$ cat src/rtl/hazard_forwarding_unit_if.sv
`default_nettype none
// +------------------------------------------------------------------------+
// | Module   : hazard_forwarding_unit_if                                    |
// | Brief    : Pipeline-side signal bundle for the hazard/forwarding unit.  |
// | Revision : 1.0 - initial release                                        |
// +------------------------------------------------------------------------+
interface hazard_forwarding_unit_if #(
  parameter int REG_ADDR_W  = 5,
  parameter int FWD_STAGES  = 2,
  parameter int FWD_SEL_W   = 2,
  parameter int STALL_CNT_W = 16
);
  logic [REG_ADDR_W-1:0]            id_ex_rs1;
  logic [REG_ADDR_W-1:0]            id_ex_rs2;
  logic [FWD_STAGES*REG_ADDR_W-1:0] stage_rd;
  logic [FWD_STAGES-1:0]            stage_regwrite;
  logic [REG_ADDR_W-1:0]            id_rs1;
  logic [REG_ADDR_W-1:0]            id_rs2;
  logic [REG_ADDR_W-1:0]            id_rd;
  logic                             id_use_rs1;
  logic                             id_use_rs2;
  logic                             id_regwrite;
  logic                             id_is_long;
  logic                             id_flush;
  logic                             id_ex_memread;
  logic [REG_ADDR_W-1:0]            id_ex_rd;
  logic                             ex_long_issue;
  logic [REG_ADDR_W-1:0]            ex_long_rd;
  logic [FWD_SEL_W-1:0]             forward_a;
  logic [FWD_SEL_W-1:0]             forward_b;
  logic                             stall;
  logic                             bubble;
  logic                             long_busy;
  logic                             long_done;
  logic [REG_ADDR_W-1:0]            long_done_rd;
  logic [STALL_CNT_W-1:0]           stall_count;

  modport master (
    output id_ex_rs1, id_ex_rs2, stage_rd, stage_regwrite,
    output id_rs1, id_rs2, id_rd, id_use_rs1, id_use_rs2, id_regwrite,
    output id_is_long, id_flush, id_ex_memread, id_ex_rd,
    output ex_long_issue, ex_long_rd,
    input  forward_a, forward_b, stall, bubble,
    input  long_busy, long_done, long_done_rd, stall_count
  );

  modport slave (
    input  id_ex_rs1, id_ex_rs2, stage_rd, stage_regwrite,
    input  id_rs1, id_rs2, id_rd, id_use_rs1, id_use_rs2, id_regwrite,
    input  id_is_long, id_flush, id_ex_memread, id_ex_rd,
    input  ex_long_issue, ex_long_rd,
    output forward_a, forward_b, stall, bubble,
    output long_busy, long_done, long_done_rd, stall_count
  );
endinterface
`default_nettype wire

$ cat src/rtl/hazard_forwarding_unit.sv
`default_nettype none
// +------------------------------------------------------------------------+
// | Module   : hazard_forwarding_unit                                       |
// | Brief    : N-stage operand forwarding, load-use stall and a single-     |
// |            entry scoreboard for the non-pipelined MUL/DIV unit.         |
// | Revision : 1.0 - initial release                                        |
// +------------------------------------------------------------------------+
module hazard_forwarding_unit #(
  parameter int REG_ADDR_W  = 5,
  parameter int FWD_STAGES  = 2,
  parameter int FWD_SEL_W   = 2,
  parameter int LONG_LAT    = 4,
  parameter int STALL_CNT_W = 16
) (
  input  logic                    clk,
  input  logic                    rst_n,
  hazard_forwarding_unit_if.slave bus
);
  localparam int c_CNT_W = 4;

  logic                   r_busy;
  logic [c_CNT_W-1:0]     r_cnt;
  logic [REG_ADDR_W-1:0]  r_lrd;
  logic [STALL_CNT_W-1:0] r_stall_cnt;

  logic [FWD_SEL_W-1:0]   w_fwd_a;
  logic [FWD_SEL_W-1:0]   w_fwd_b;
  logic                   w_load_use;
  logic                   w_lrd_live;
  logic                   w_raw;
  logic                   w_waw;
  logic                   w_struct;
  logic                   w_stall;
  logic                   w_done;

  // Walk oldest to youngest so the lowest matching index is the last writer.
  always_comb begin
    w_fwd_a = '0;
    w_fwd_b = '0;
    for (int i = FWD_STAGES - 1; i >= 0; i--) begin
      if (bus.stage_regwrite[i] && (bus.stage_rd[i*REG_ADDR_W +: REG_ADDR_W] != '0)) begin
        if (bus.stage_rd[i*REG_ADDR_W +: REG_ADDR_W] == bus.id_ex_rs1)
          w_fwd_a = FWD_SEL_W'(i + 1);
        if (bus.stage_rd[i*REG_ADDR_W +: REG_ADDR_W] == bus.id_ex_rs2)
          w_fwd_b = FWD_SEL_W'(i + 1);
      end
    end
  end

  assign w_load_use = bus.id_ex_memread && (bus.id_ex_rd != '0) &&
                      ((bus.id_use_rs1 && (bus.id_rs1 == bus.id_ex_rd)) ||
                       (bus.id_use_rs2 && (bus.id_rs2 == bus.id_ex_rd)));

  assign w_lrd_live = r_busy && (r_lrd != '0);
  assign w_raw      = w_lrd_live &&
                      ((bus.id_use_rs1 && (bus.id_rs1 == r_lrd)) ||
                       (bus.id_use_rs2 && (bus.id_rs2 == r_lrd)));
  assign w_waw      = w_lrd_live && bus.id_regwrite && (bus.id_rd == r_lrd);
  assign w_struct   = r_busy && bus.id_is_long;
  assign w_done     = r_busy && (r_cnt == c_CNT_W'(1));

  // A flushed decode slot must never hold the pipe.
  assign w_stall = !bus.id_flush && (w_load_use || w_raw || w_waw || w_struct);

  // A same-edge issue takes priority over completion so back-to-back ops chain.
  always_ff @(posedge clk or negedge rst_n) begin
    if (!rst_n) begin
      r_busy <= 1'b0;
      r_cnt  <= '0;
      r_lrd  <= '0;
    end else if (bus.ex_long_issue) begin
      r_busy <= 1'b1;
      r_cnt  <= c_CNT_W'(LONG_LAT);
      r_lrd  <= bus.ex_long_rd;
    end else if (r_busy) begin
      if (w_done) begin
        r_busy <= 1'b0;
        r_cnt  <= '0;
      end else begin
        r_cnt  <= r_cnt - c_CNT_W'(1);
      end
    end
  end

  always_ff @(posedge clk or negedge rst_n) begin
    if (!rst_n) begin
      r_stall_cnt <= '0;
    end else if (w_stall && (r_stall_cnt != '1)) begin
      r_stall_cnt <= r_stall_cnt + STALL_CNT_W'(1);
    end
  end

  assign bus.forward_a    = w_fwd_a;
  assign bus.forward_b    = w_fwd_b;
  assign bus.stall        = w_stall;
  assign bus.bubble       = w_stall;
  assign bus.long_busy    = r_busy;
  assign bus.long_done    = w_done;
  assign bus.long_done_rd = r_lrd;
  assign bus.stall_count  = r_stall_cnt;
endmodule
`default_nettype wire

$ cat src/flat_wrapper.sv
// flat-port wrapper written by rule: the top's interface ports become plain ports
module hazard_forwarding_unit_flat 
#(
  parameter int REG_ADDR_W  = 5,
  parameter int FWD_STAGES  = 2,
  parameter int FWD_SEL_W   = 2,
  parameter int LONG_LAT    = 4,
  parameter int STALL_CNT_W = 16
)
  (clk, rst_n, bus_id_ex_rs1, bus_id_ex_rs2, bus_stage_rd, bus_stage_regwrite, bus_id_rs1, bus_id_rs2, bus_id_rd, bus_id_use_rs1, bus_id_use_rs2, bus_id_regwrite, bus_id_is_long, bus_id_flush, bus_id_ex_memread, bus_id_ex_rd, bus_ex_long_issue, bus_ex_long_rd, bus_forward_a, bus_forward_b, bus_stall, bus_bubble, bus_long_busy, bus_long_done, bus_long_done_rd, bus_stall_count);
  hazard_forwarding_unit_if #(.REG_ADDR_W(REG_ADDR_W), .FWD_STAGES(FWD_STAGES), .FWD_SEL_W(FWD_SEL_W), .STALL_CNT_W(STALL_CNT_W)) bus_i ();
  input  logic clk;
  input  logic rst_n;
  input wire logic [$bits(bus_i.id_ex_rs1)-1:0] bus_id_ex_rs1;
  input wire logic [$bits(bus_i.id_ex_rs2)-1:0] bus_id_ex_rs2;
  input wire logic [$bits(bus_i.stage_rd)-1:0] bus_stage_rd;
  input wire logic [$bits(bus_i.stage_regwrite)-1:0] bus_stage_regwrite;
  input wire logic [$bits(bus_i.id_rs1)-1:0] bus_id_rs1;
  input wire logic [$bits(bus_i.id_rs2)-1:0] bus_id_rs2;
  input wire logic [$bits(bus_i.id_rd)-1:0] bus_id_rd;
  input wire logic [$bits(bus_i.id_use_rs1)-1:0] bus_id_use_rs1;
  input wire logic [$bits(bus_i.id_use_rs2)-1:0] bus_id_use_rs2;
  input wire logic [$bits(bus_i.id_regwrite)-1:0] bus_id_regwrite;
  input wire logic [$bits(bus_i.id_is_long)-1:0] bus_id_is_long;
  input wire logic [$bits(bus_i.id_flush)-1:0] bus_id_flush;
  input wire logic [$bits(bus_i.id_ex_memread)-1:0] bus_id_ex_memread;
  input wire logic [$bits(bus_i.id_ex_rd)-1:0] bus_id_ex_rd;
  input wire logic [$bits(bus_i.ex_long_issue)-1:0] bus_ex_long_issue;
  input wire logic [$bits(bus_i.ex_long_rd)-1:0] bus_ex_long_rd;
  output wire logic [$bits(bus_i.forward_a)-1:0] bus_forward_a;
  output wire logic [$bits(bus_i.forward_b)-1:0] bus_forward_b;
  output wire logic [$bits(bus_i.stall)-1:0] bus_stall;
  output wire logic [$bits(bus_i.bubble)-1:0] bus_bubble;
  output wire logic [$bits(bus_i.long_busy)-1:0] bus_long_busy;
  output wire logic [$bits(bus_i.long_done)-1:0] bus_long_done;
  output wire logic [$bits(bus_i.long_done_rd)-1:0] bus_long_done_rd;
  output wire logic [$bits(bus_i.stall_count)-1:0] bus_stall_count;
  assign bus_i.id_ex_rs1 = bus_id_ex_rs1;
  assign bus_i.id_ex_rs2 = bus_id_ex_rs2;
  assign bus_i.stage_rd = bus_stage_rd;
  assign bus_i.stage_regwrite = bus_stage_regwrite;
  assign bus_i.id_rs1 = bus_id_rs1;
  assign bus_i.id_rs2 = bus_id_rs2;
  assign bus_i.id_rd = bus_id_rd;
  assign bus_i.id_use_rs1 = bus_id_use_rs1;
  assign bus_i.id_use_rs2 = bus_id_use_rs2;
  assign bus_i.id_regwrite = bus_id_regwrite;
  assign bus_i.id_is_long = bus_id_is_long;
  assign bus_i.id_flush = bus_id_flush;
  assign bus_i.id_ex_memread = bus_id_ex_memread;
  assign bus_i.id_ex_rd = bus_id_ex_rd;
  assign bus_i.ex_long_issue = bus_ex_long_issue;
  assign bus_i.ex_long_rd = bus_ex_long_rd;
  assign bus_forward_a = bus_i.forward_a;
  assign bus_forward_b = bus_i.forward_b;
  assign bus_stall = bus_i.stall;
  assign bus_bubble = bus_i.bubble;
  assign bus_long_busy = bus_i.long_busy;
  assign bus_long_done = bus_i.long_done;
  assign bus_long_done_rd = bus_i.long_done_rd;
  assign bus_stall_count = bus_i.stall_count;
  hazard_forwarding_unit #(.REG_ADDR_W(REG_ADDR_W), .FWD_STAGES(FWD_STAGES), .FWD_SEL_W(FWD_SEL_W), .LONG_LAT(LONG_LAT), .STALL_CNT_W(STALL_CNT_W)) u_core (.clk(clk), .rst_n(rst_n), .bus(bus_i));
endmodule
$ cat config.mk
export PLATFORM = sky130hd
export DESIGN_NAME = hazard_forwarding_unit_flat
export DESIGN_NICKNAME = d
export VERILOG_FILES = /design/src/rtl/hazard_forwarding_unit_if.sv /design/src/rtl/hazard_forwarding_unit.sv /design/src/flat_wrapper.sv
export SDC_FILE = /design/constraint.sdc
export NUM_CORES = 1
export LEC_CHECK = 0
export CAP_MARGIN = 20
export CORE_ASPECT_RATIO = 0.6
export CORE_MARGIN = 4
export CORE_UTILIZATION = 46
export DETAILED_ROUTE_END_ITERATION = 16
export HOLD_SLACK_MARGIN = 0.06
export PLACE_DENSITY = 0.9
export SKIP_CTS_REPAIR_TIMING = 1
export SLEW_MARGIN = 20
export SYNTH_ARGS = -nofsm -noshare
export SYNTH_HDL_FRONTEND = slang
export SYNTH_SLANG_ARGS = --single-unit
$ cat constraint.sdc
create_clock -name clk -period 6.28 [get_ports clk]
set_input_delay 1.256 -clock clk [delete_from_list [all_inputs] [get_ports clk]]
set_output_delay 1.256 -clock clk [all_outputs]
set_load 0.02 [all_outputs]
* Word-level counts from Yosys, hierarchy flattened
Index checks and enable logic that the tools add are counted.
** Operators by class
- $add $sub $neg :: 2
- Multipliers :: 0
- Div/mod/pow operators :: 0
- Order comparisons :: 0
- Eq/ne operators :: 11
- Shift-type cells :: 0
- Mux-type cells :: 14
- Bitwise operators :: 0
- Reductions and logical operators :: 27
** Operators with widths (count)
- 5-bit equality test :: 9
- 5-bit nonzero test :: 4
- 16-bit by 1-bit adder with 16-bit output (second input constant) :: 1
- 1-bit logical AND :: 16
- 2-bit two-way mux :: 8
- 16-bit inequality test (second input constant) :: 1
- 4-bit two-way mux :: 3
- 1-bit logical OR :: 5
- 4-bit by 1-bit equality test with 1-bit output (second input constant) :: 1
- 4-bit by 1-bit subtractor with 4-bit output (second input constant) :: 1
- 1-bit two-way mux :: 3
- 2-bit nonzero test :: 1
- 1-bit logical NOT :: 1
** Word-level totals
- Flip-flop bits (word level) :: 26
- Bits in latches :: 0
- Bits in writable memories :: 0
- Bits in read-only memories :: 0
- Bits of input ports :: 56
- Memories :: 0

* Depth between registers and ports, before layout
Gate-level depths: netlist of the first run.
- Depth after elaboration :: 9
- Gate-level depth with buffers :: 7

* Worst setup path after synthesis of the first run
OpenSTA, ideal clock, no wires.
- Kind :: input -> output
- Start point :: input bus_stage_rd[1]
- End point :: output bus_forward_a[1]
- Arrival time :: 2.873 ns
- Required time :: 5.024 ns
- Setup slack :: 2.151 ns
- Stages on the path :: 4
- Path buffers :: 0
- Path through :: or4_1 > o21ai_0 > nor4_1 > nor4_1
** On the way
- Cells in the longest elaborated chain, start to end :: 3
- Elaborated cells between the ends (all ways) :: 5
- Those cells by class :: eq/ne: 1; mux: 2; reduce/logical: 2
** Ends and longest elaborated chain
- from (decl) :: line flat_wrapper.sv:16 : input wire logic [$bits(bus_i.stage_rd)-1:0] bus_stage_rd;
- 5-bit equality test or 5-bit nonzero test (tied branches) :: line hazard_forwarding_unit.sv:42, hazard_forwarding_unit.sv:41
- 2-bit two-way mux or 1-bit logical AND (tied branches) :: line hazard_forwarding_unit.sv:42, hazard_forwarding_unit.sv:41
- 2-bit two-way mux * :: line hazard_forwarding_unit.sv:41 : if (bus.stage_regwrite[i] && (bus.stage_rd[i*REG_ADDR_W +: REG_ADDR_W] != '0)) begin
- to (decl) :: line flat_wrapper.sv:30 : output wire logic [$bits(bus_i.forward_a)-1:0] bus_forward_a;
Mark *: on every way between the ends. The rest lies on a longest branch, timed or not.

* Final worst setup path of the first run
- Start point :: input bus_id_ex_rd[0]
- End point :: output bus_stall
** On the way
- Cells in the longest elaborated chain, start to end :: 8
- Elaborated cells between the ends (all ways) :: 12
- Those cells by class :: eq/ne: 2; reduce/logical: 10
** Ends and longest elaborated chain
- from (decl) :: line flat_wrapper.sv:27 : input wire logic [$bits(bus_i.id_ex_rd)-1:0] bus_id_ex_rd;
- 5-bit equality test (on tied branches) :: line hazard_forwarding_unit.sv:51, hazard_forwarding_unit.sv:52
- 1-bit logical AND (on tied branches) :: line hazard_forwarding_unit.sv:51, hazard_forwarding_unit.sv:52
- 1-bit logical OR :: line hazard_forwarding_unit.sv:51 : ((bus.id_use_rs1 && (bus.id_rs1 == bus.id_ex_rd)) ||
- 1-bit logical AND * :: line hazard_forwarding_unit.sv:50 : assign w_load_use = bus.id_ex_memread && (bus.id_ex_rd != '0) &&
- 1-bit logical OR * (3 in a row) :: line hazard_forwarding_unit.sv:63 : assign w_stall = !bus.id_flush && (w_load_use || w_raw || w_waw || w_struct);
- 1-bit logical AND * :: line hazard_forwarding_unit.sv:63
- to (decl) :: line flat_wrapper.sv:32 : output wire logic [$bits(bus_i.stall)-1:0] bus_stall;
Marks and branches as above.

==> results of run 1 <==
==> through the flow <==
step	instances	util (%)	area (µm²)	setup WS, ns	total power, mW
2_1_floorplan	191	-	1990	2.15	0.392
3_3_place_gp	331	69.1	2860	1.34	0.519
3_5_place_dp	331	69.1	2860	1.35	0.528
4_1_cts	334	70.0	2900	1.34	0.622
5_1_grt	334	70.0	2900	1.20	0.654
6_report	334	70.0	2900	1.35	0.618
==> worst paths after layout <==
| kind | from | end | cells after the start |
|---|---|---|---|
| min reg2reg | u_core.bus.stall_count[5] | u_core.bus.stall_count[5] | 1 |
| max in group asynchronous | rst_n | u_core.bus.stall_count[2] | 2 |
| max | bus_id_ex_rd[0] | bus_stall | 7 |
| min | u_core.bus.stall_count[5] | u_core.bus.stall_count[5] | 1 |
| max reg2reg | u_core.bus.long_done_rd[2] | u_core.bus.stall_count[14] | 6 |
| min in group asynchronous | rst_n | u_core.bus.long_done_rd[1] | 2 |
==> cell usage after synthesis, drive strengths merged (2+ instances only) <==
master | n | share of area [%]
a2111oi | 6 | 4.5
a211oi | 8 | 4.8
a21oi | 4 | 1.2
and3 | 5 | 1.6
and4 | 2 | 0.88
buf | 4 | 2.3
dfrtp | 26 | 33
ha | 3 | 1.9
inv | 5 | 0.94
mux2 | 8 | 5.1
nand2 | 13 | 2.5
nand2b | 2 | 0.63
nand3 | 12 | 3.0
nand4 | 3 | 0.94
nor2 | 5 | 0.94
nor4 | 7 | 2.2
o21ai | 3 | 0.75
or4 | 7 | 2.6
xnor2 | 20 | 8.8
xor2 | 38 | 17
==> logic make-up after synthesis <==
kind of cell / synth area share [%]
adders and majority gates: 1.89
DFF: 32.7
and+or+nand+nor: 16.2
xor gates and xnor gates: 25.6
AOI/OAI and AO/OA: 15.0
muxes: 5.10
buffers and inverters: 3.46
==> flip-flops by register name, summed over array words and instances, names as in the netlist <==
name and flops:
u_core.r_cnt 4, u_core.bus.stall_count 16, u_core.bus.long_busy 1, u_core.bus.long_done_rd 5
==> area by class of cell <==
class | instances | area, µm² | area share [%]
well taps | 60 | 75.1 | 2.59
clock buffers | 3 | 41.3 | 1.42
multi-input cells | 155 | 1270 | 43.7
repair buffers | 85 | 848 | 29.2
flip-flops and latches | 26 | 651 | 22.4
inverters | 5 | 18.8 | 0.647
==> per-layer routing <==
metal	vias to the layer above	routed length (µm)	GRT usage, %	share of wire, %
met1	834	2740	31.3	49
met5	-	0	0	0
li1	865	-	-	-
met2	44	2510	30.8	45
met3	10	282	4.60	5.0
met4	0	65	4.80	1.2
==> cells in the final DEF (no fill, tap or decap), types with 4 or more instances in the layout <==
cell | netlist | layout
and3_1 | 5 | 5
a211oi_2 | 7 | 7
dfrtp_1 | 26 | 26
nor4_1 | 7 | 7
xnor2_1 | 20 | 20
inv_1 | 4 | 4
nand3_1 | 12 | 12
mux2_2 | 5 | 5
nand2_1 | 13 | 13
nor2_1 | 5 | 5
clkdlybuf4s50_1 | 0 | 84
xor2_1 | 38 | 38
or4_1 | 7 | 7
a2111oi_2 | 6 | 6
==> power by group <==
part | internal, mW | total, mW | switching (mW) | leakage (nW)
Combinational | 0.142 | 0.275 | 0.133 | 0.814
Clock | 0.0430 | 0.0919 | 0.0490 | 0.0216
Sequential | 0.202 | 0.252 | 0.0497 | 0.317
==> results.ini, run 1 <==
[global_route]
grt_start_max_net_pins=27
antenna_found_initial=0
grt_pass1_wl_um=8860
grt-ovfl-total=0
grt_pass1_vias=1703
grt_use_total_pct=20.9

[worst_setup_path]
cpMostUsedCell=clkdlybuf4s50_1
slowest_stage=clkdlybuf4s50_1
ff2ff_setup_slack_ns=3.96
critical_path_arrival_ns=3.67
cp_top_family=buffers and inverters
critPathMaxFanout=16
crit_chain=clkdlybuf4s50_1 -> or4_1 -> nor2_1 -> nor3b_1 -> a22oi_4 -> nand2_1 -> clkdlybuf4s50_1
path_buf_inv=2
required_ns=5.02
path_class=in -> out
start_kind=input pin
slowest_delay_ns=0.57
critPathCaptureType=output pin

[routing]
wl_um=5600
first_iter_violations=131
wire_per_inst_um=16.8
remaining_drc_errors=0
first_pass_iters=4
vias=1753
viasPerCell=5.25
ant_nets=0

[die]
die-area_um2=5470
die_h_um=58.9
ios=85
core-area_um2=4140
rows=18
die_w_um=92.9
initial_core_util_pct=48.0

[synthesis]
yosysUniqueCellTypes=37
synth_edf_count=0
dominantRegCellSynth=dfrtp_1
syn_inst=191
synth_fp_nets=250
ys_warn_count=0
syn_avg_cell_area_um2=10.4
async_flop_share_pct=100
netlist_area_um2=1990
synth_seq_cells=26
ys_seq_area_share_pct=32.7

[flow_run]
cap_violations=0

[sta]
fmax_mhz=203
drv_slew=0
setup_viol=0
fin_crit_sh_pct=78.5
relSlewSlack_pct=57.0
worst_pin_slew_ns=0.645
min_period_ns=4.93
fin_setup_tns_ns=0
hold_viol=0
fin_worst_skew_ns=0.00460
rsz0062_at_grt=false
worst_hold_slack_ns=0.511

[power]
power_density_nw_per_um2=213
leakagePower_nw=1.15
peakVddDrop_mv=0.164

[cts]
cts_buffer_depth=2
cts_buffers=3
cts_root_buf=clkbuf_8
clkTransAtPathRegs_ns=0.08
clk_latency_ns=0.27
cts.sinks=26
cts_htree_levels=1
cts_tree=yes

[run_status]
status=finished clean

[layout]
diodes=0
fill_cells=331
finish.net_count=335
area_growth_pct=46.0
drive_gt1_share_pct=10.9

[place]
gp_congestion=0.938
io_buffers=84
hpwl_um=4770

[hold_path]
hold_class=reg -> reg

Power figures use the tool's default switching activity.
==> run 2, diff against run 1 <==
- CORE_UTILIZATION: 46 -> 39
- PLACE_DENSITY: 0.9 -> 0.82
- clock period: 6.28 -> 4.16 ns (I/O delays scaled with it)
==> run 2 against run 1 <==
  * Design area up 1.6%
  * Register-to-register slack worse by 2.3 ns
  * Routed wire length rose by 1.8%
  * Clock power up 77%
  * Clock-buffer cell count increased by 1
  * First-iteration DRC count decreased by 28%
  * Utilization is 8.0 points lower
  * Worst hold slack lost 0.0089 ns
  * Cell count is 2.4% higher
  * Largest power group unchanged
==> results.ini, run 2 (synthesis gave the netlist of run 1 again) <==
[run_status]
status=finished clean

[layout]
final_cell_mix=clkdlybuf4s50_1, xor2_1, dfrtp_1, xnor2_1, nand2_1
finish.net_count=339
drive_gt1_share_pct=12.5
final_common_cell=clkdlybuf4s50_1
postLayoutCoreUtil_pct=62.1
area_growth_pct=48.4
diodes=0
largest_register_ffs=16
final_area_um2=2950

[global_route]
grt_use_total_pct=18.6
grt_pass1_vias=1838
grt_util_met3_pct=2.98
grt_start_max_net_pins=27
grt_pass1_wl_um=9520
grtUsageMet1_pct=26.9
grt.busiest_layer=met2
use_met2_pct=29.9
antenna_found_initial=0
grt-ovfl-total=0

[worst_setup_path]
startpoint=bus_stage_rd[1]
required_ns=3.33
slowest_stage=clkdlybuf4s50_1
ff2ff_setup_slack_ns=1.68
reg2reg_from=u_core.bus.long_done_rd[2]
critPathMaxFanout=3
start_kind=input pin
crit_chain=clkdlybuf4s50_1 -> or4_1 -> o21ai_0 -> nor4_1 -> nor4_1 -> clkdlybuf4s50_1
critical_path_arrival_ns=3.16
path_class=in -> out
critPathCaptureType=output pin
slowest_delay_ns=0.66

[sta]
fin_worst_skew_ns=0.00384
rsz0062_at_grt=false
fmax_mhz=251
fin_setup_tns_ns=0
setup_viol=0
drv_slew=0
min_period_ns=3.99
hold_viol=0
worst_pin_slew_ns=0.721
fin_crit_sh_pct=95.8
relSlewSlack_pct=51.9
worst_hold_slack_ns=0.502

[power]
report.power.total_mw=0.956
leakagePower_nw=1.18
peakVddDrop_mv=0.260
power_density_nw_per_um2=324

[hold_path]
hold_class=reg -> reg
hp-start=u_core.bus.stall_count[5]

[routing]
viasPerCell=5.23
first_pass_iters=4
wire_per_inst_um=16.6
remaining_drc_errors=0
vias=1788
ant_nets=0
first_iter_violations=94
wl_um=5690

[place]
hpwl_um=4850
io_buffers=84
postPlaceCellArea_um2=2900
gp_congestion=0.950

[die]
initial_core_util_pct=41.8
rows=19
die_w_um=100
ios=85
die_h_um=63.3
core-area_um2=4750
die-area_um2=6340

[cts]
cts_htree_levels=1
cts_buffers=3
clkTransAtPathRegs_ns=0.08
cts.sinks=26
cts_buffer_depth=2
cts_root_buf=clkbuf_8
clk_latency_ns=0.27
cts_tree=yes

[flow_run]
cap_violations=0

## run 2: final cells by class
cell class	count	area, µm²
Timing Repair Buffer	89	878
Multi-Input combinational cell	155	1270
Tap cell	63	78.8
Inverter	5	18.8
Clock buffer	4	55.1
Sequential cell	26	651
Fill cell	390	1800
## run 2: final timing paths
kind,cells past startpoint,to
worst max-delay path,6,bus_forward_a[1]
worst min-delay path,1,u_core.bus.stall_count[5]
worst max register to register,7,u_core.bus.stall_count[15]
worst min register to register,1,u_core.bus.stall_count[5]
max in group asynchronous,2,u_core.bus.stall_count[2]
min in group asynchronous,2,u_core.bus.long_busy
## run 2: critical path: cells and delay by family
kind            cells  cell delay [ns]
simple gates        3             0.96
compound gates      1             0.23
buf+inv             2             1.13
## run 2: layer usage
layer | part of all wire (%) | up-vias
met2 | 48 | 38
met1 | 47 | 874
met4 | 0.58 | 0
li1 | - | 871
met3 | 4.5 | 5
met5 | 0 | -
## run 2: power by group
part / internal [mW] / total [mW] / switching, mW
Combinational: 0.217 / 0.416 / 0.200
Clock: 0.0847 / 0.163 / 0.0783
Sequential: 0.305 / 0.376 / 0.0709
## run 2: metrics by stage
| stage | setup WS, ns | cells |
|---|---|---|
| floorplan | 0.879 | 191 |
| global placement | 0.245 | 338 |
| detailed placement | 0.192 | 338 |
| CTS | 0.193 | 342 |
| global route | 0.0146 | 342 |
| finish | 0.173 | 342 |
==> run 3, diff against run 2 <==
- CAP_MARGIN: 20 -> unset
- CORE_ASPECT_RATIO: 0.6 -> 1.2
==> run 3 against run 2 <==
  * Die area shrank 0.51%
  * Non-clock buffer count shrank 2
  * Cell count shrank 1.5%
  * Sequential cell count is the same
  * Register-to-register slack gained 0.05 ns
  * Routed wire length shrank 7.5%
  * Clock-buffer cell count shrank 1
  * Clock power grew 29%
  * Worst hold slack lost 0.0090 ns
  * Highest routed layer unchanged
==> results.ini, run 3 (synthesis gave the netlist of run 1 again) <==
[run_status]
status=finished clean

[power]
leakagePower_nw=1.19
pwr-share-seq_pct=37.9
power_density_nw_per_um2=339
switching_share_pct=35.0
power_frac_clock_pct=21.0
p_sw_mw=0.349
pwr-share-comb_pct=41.1
intPower_mw=0.649
peakVddDrop_mv=0.324

[place]
io_buffers=84
dp_cells=333
gp_congestion=0.897
pre_cts_ws_ns=0.163
hpwl_um=4360

[routing]
first_iter_violations=42
ant_nets=0
remaining_drc_errors=0
wl_um=5270
vias=1799
viasPerCell=5.34
wire_per_inst_um=15.6
first_pass_iters=4

[worst_setup_path]
critPathCaptureType=output pin
start_kind=input pin
required_ns=3.33
critPathMaxFanout=3
path_class=in -> out
slowest_stage=clkdlybuf4s50_1
slowest_delay_ns=0.65
crit_chain=clkdlybuf4s50_1 -> or4_1 -> o21ai_0 -> nor4_1 -> nor4_1 -> clkdlybuf4s50_1
path_buf_inv=2
ff2ff_setup_slack_ns=1.73
critical_path_arrival_ns=3.09
cp.depth=6
cp_top_family=buffers and inverters
reg2reg_depth=7

[sta]
final.setup.worst_slack_ns=0.239
worst_pin_slew_ns=0.679
fmax_mhz=255
fin_setup_tns_ns=0
setup_viol=0
min_period_ns=3.92
relSlewSlack_pct=54.7
fin_crit_sh_pct=94.3
fin_worst_skew_ns=0.00580
worst_hold_slack_ns=0.493
hold_viol=0
drv_slew=0
rsz0062_at_grt=false

[cts]
cts_buffer_depth=2
cts.sinks=26
cts_buffers=3
clk_latency_ns=0.27
cts_root_buf=clkbuf_8
cts_tree=yes
clkTransAtPathRegs_ns=0.09
cts_htree_levels=1

[global_route]
grt_pass1_wl_um=8690
antenna_found_initial=0
grt_use_total_pct=16.9
grt_start_max_net_pins=27
grt_pass1_vias=1886
grt-ovfl-total=0

[layout]
fin_cells=337
finish.net_count=337
drive_gt1_share_pct=11.9
final_cell_mix=clkdlybuf4s50_1, xor2_1, dfrtp_1, xnor2_1, nand2_1
diodes=0
largest_register_ffs=16
area_growth_pct=48.4
final_common_cell=clkdlybuf4s50_1

[die]
die-area_um2=6310
rows=28
ios=85
die_w_um=73.2
die_h_um=86.2
initial_core_util_pct=40.2
core-area_um2=4940

[flow_run]
cap_violations=0

[hold_path]
hold_depth=1
hold_class=reg -> reg

==> run 3: cell types whose count changed in the layout (fill, tap and decap cells not counted) <==
cell	delta
buf_4	-2
bufinv_16	+1
clkbuf_8	-1
clkdlybuf4s50_1	-1
dlymetal6s2s_1	+1
==> run 3: stage by stage <==
step | utilization, % | cell area (µm²) | power, mW
6_report | 59.7 | 2950 | 0.999
4_1_cts | 59.7 | 2950 | 1.01
3_5_place_dp | 58.2 | 2880 | 0.795
2_1_floorplan | - | 1990 | 0.591
3_3_place_gp | 58.2 | 2880 | 0.782
5_1_grt | 59.7 | 2950 | 1.06
==> run 3: layout make-up <==
class / instances / area (µm²)
clock buffer: 3 / 41.3
clock inverter: 1 / 30.0
fill: 432 / 1990
inverter: 5 / 18.8
multi-input combinational: 155 / 1270
sequential: 26 / 651
tap: 60 / 75.1
timing repair buffer: 87 / 866
==> run 3: per-layer routing <==
metal,vias to the layer above,global-route usage [%],share of wire [%]
met2,75,29.4,49
met4,0,3.52,1.4
met3,7,3.36,8.4
met5,-,0,0
met1,849,21.6,41
li1,868,-,-
==> run 3: final timing paths <==
| check | to | start |
|---|---|---|
| worst max register to register | u_core.bus.stall_count[14] | u_core.bus.long_done_rd[3] |
| worst max-delay path | bus_forward_b[1] | bus_stage_rd[1] |
| worst min-delay path | u_core.bus.stall_count[11] | u_core.bus.stall_count[11] |
| min in group asynchronous | u_core.bus.stall_count[4] | rst_n |
| worst min register to register | u_core.bus.stall_count[11] | u_core.bus.stall_count[11] |
| max in group asynchronous | u_core.bus.long_busy | rst_n |
==> run 3: power by group through the flow <==
stage / registers (mW) / logic, mW / clock network (mW)
after floorplan: 0.416 / 0.175 / 0
after global placement: 0.380 / 0.402 / 0
after detailed placement: 0.383 / 0.412 / 0
after CTS: 0.379 / 0.416 / 0.213
after global routing: 0.390 / 0.445 / 0.221
final: 0.379 / 0.410 / 0.210
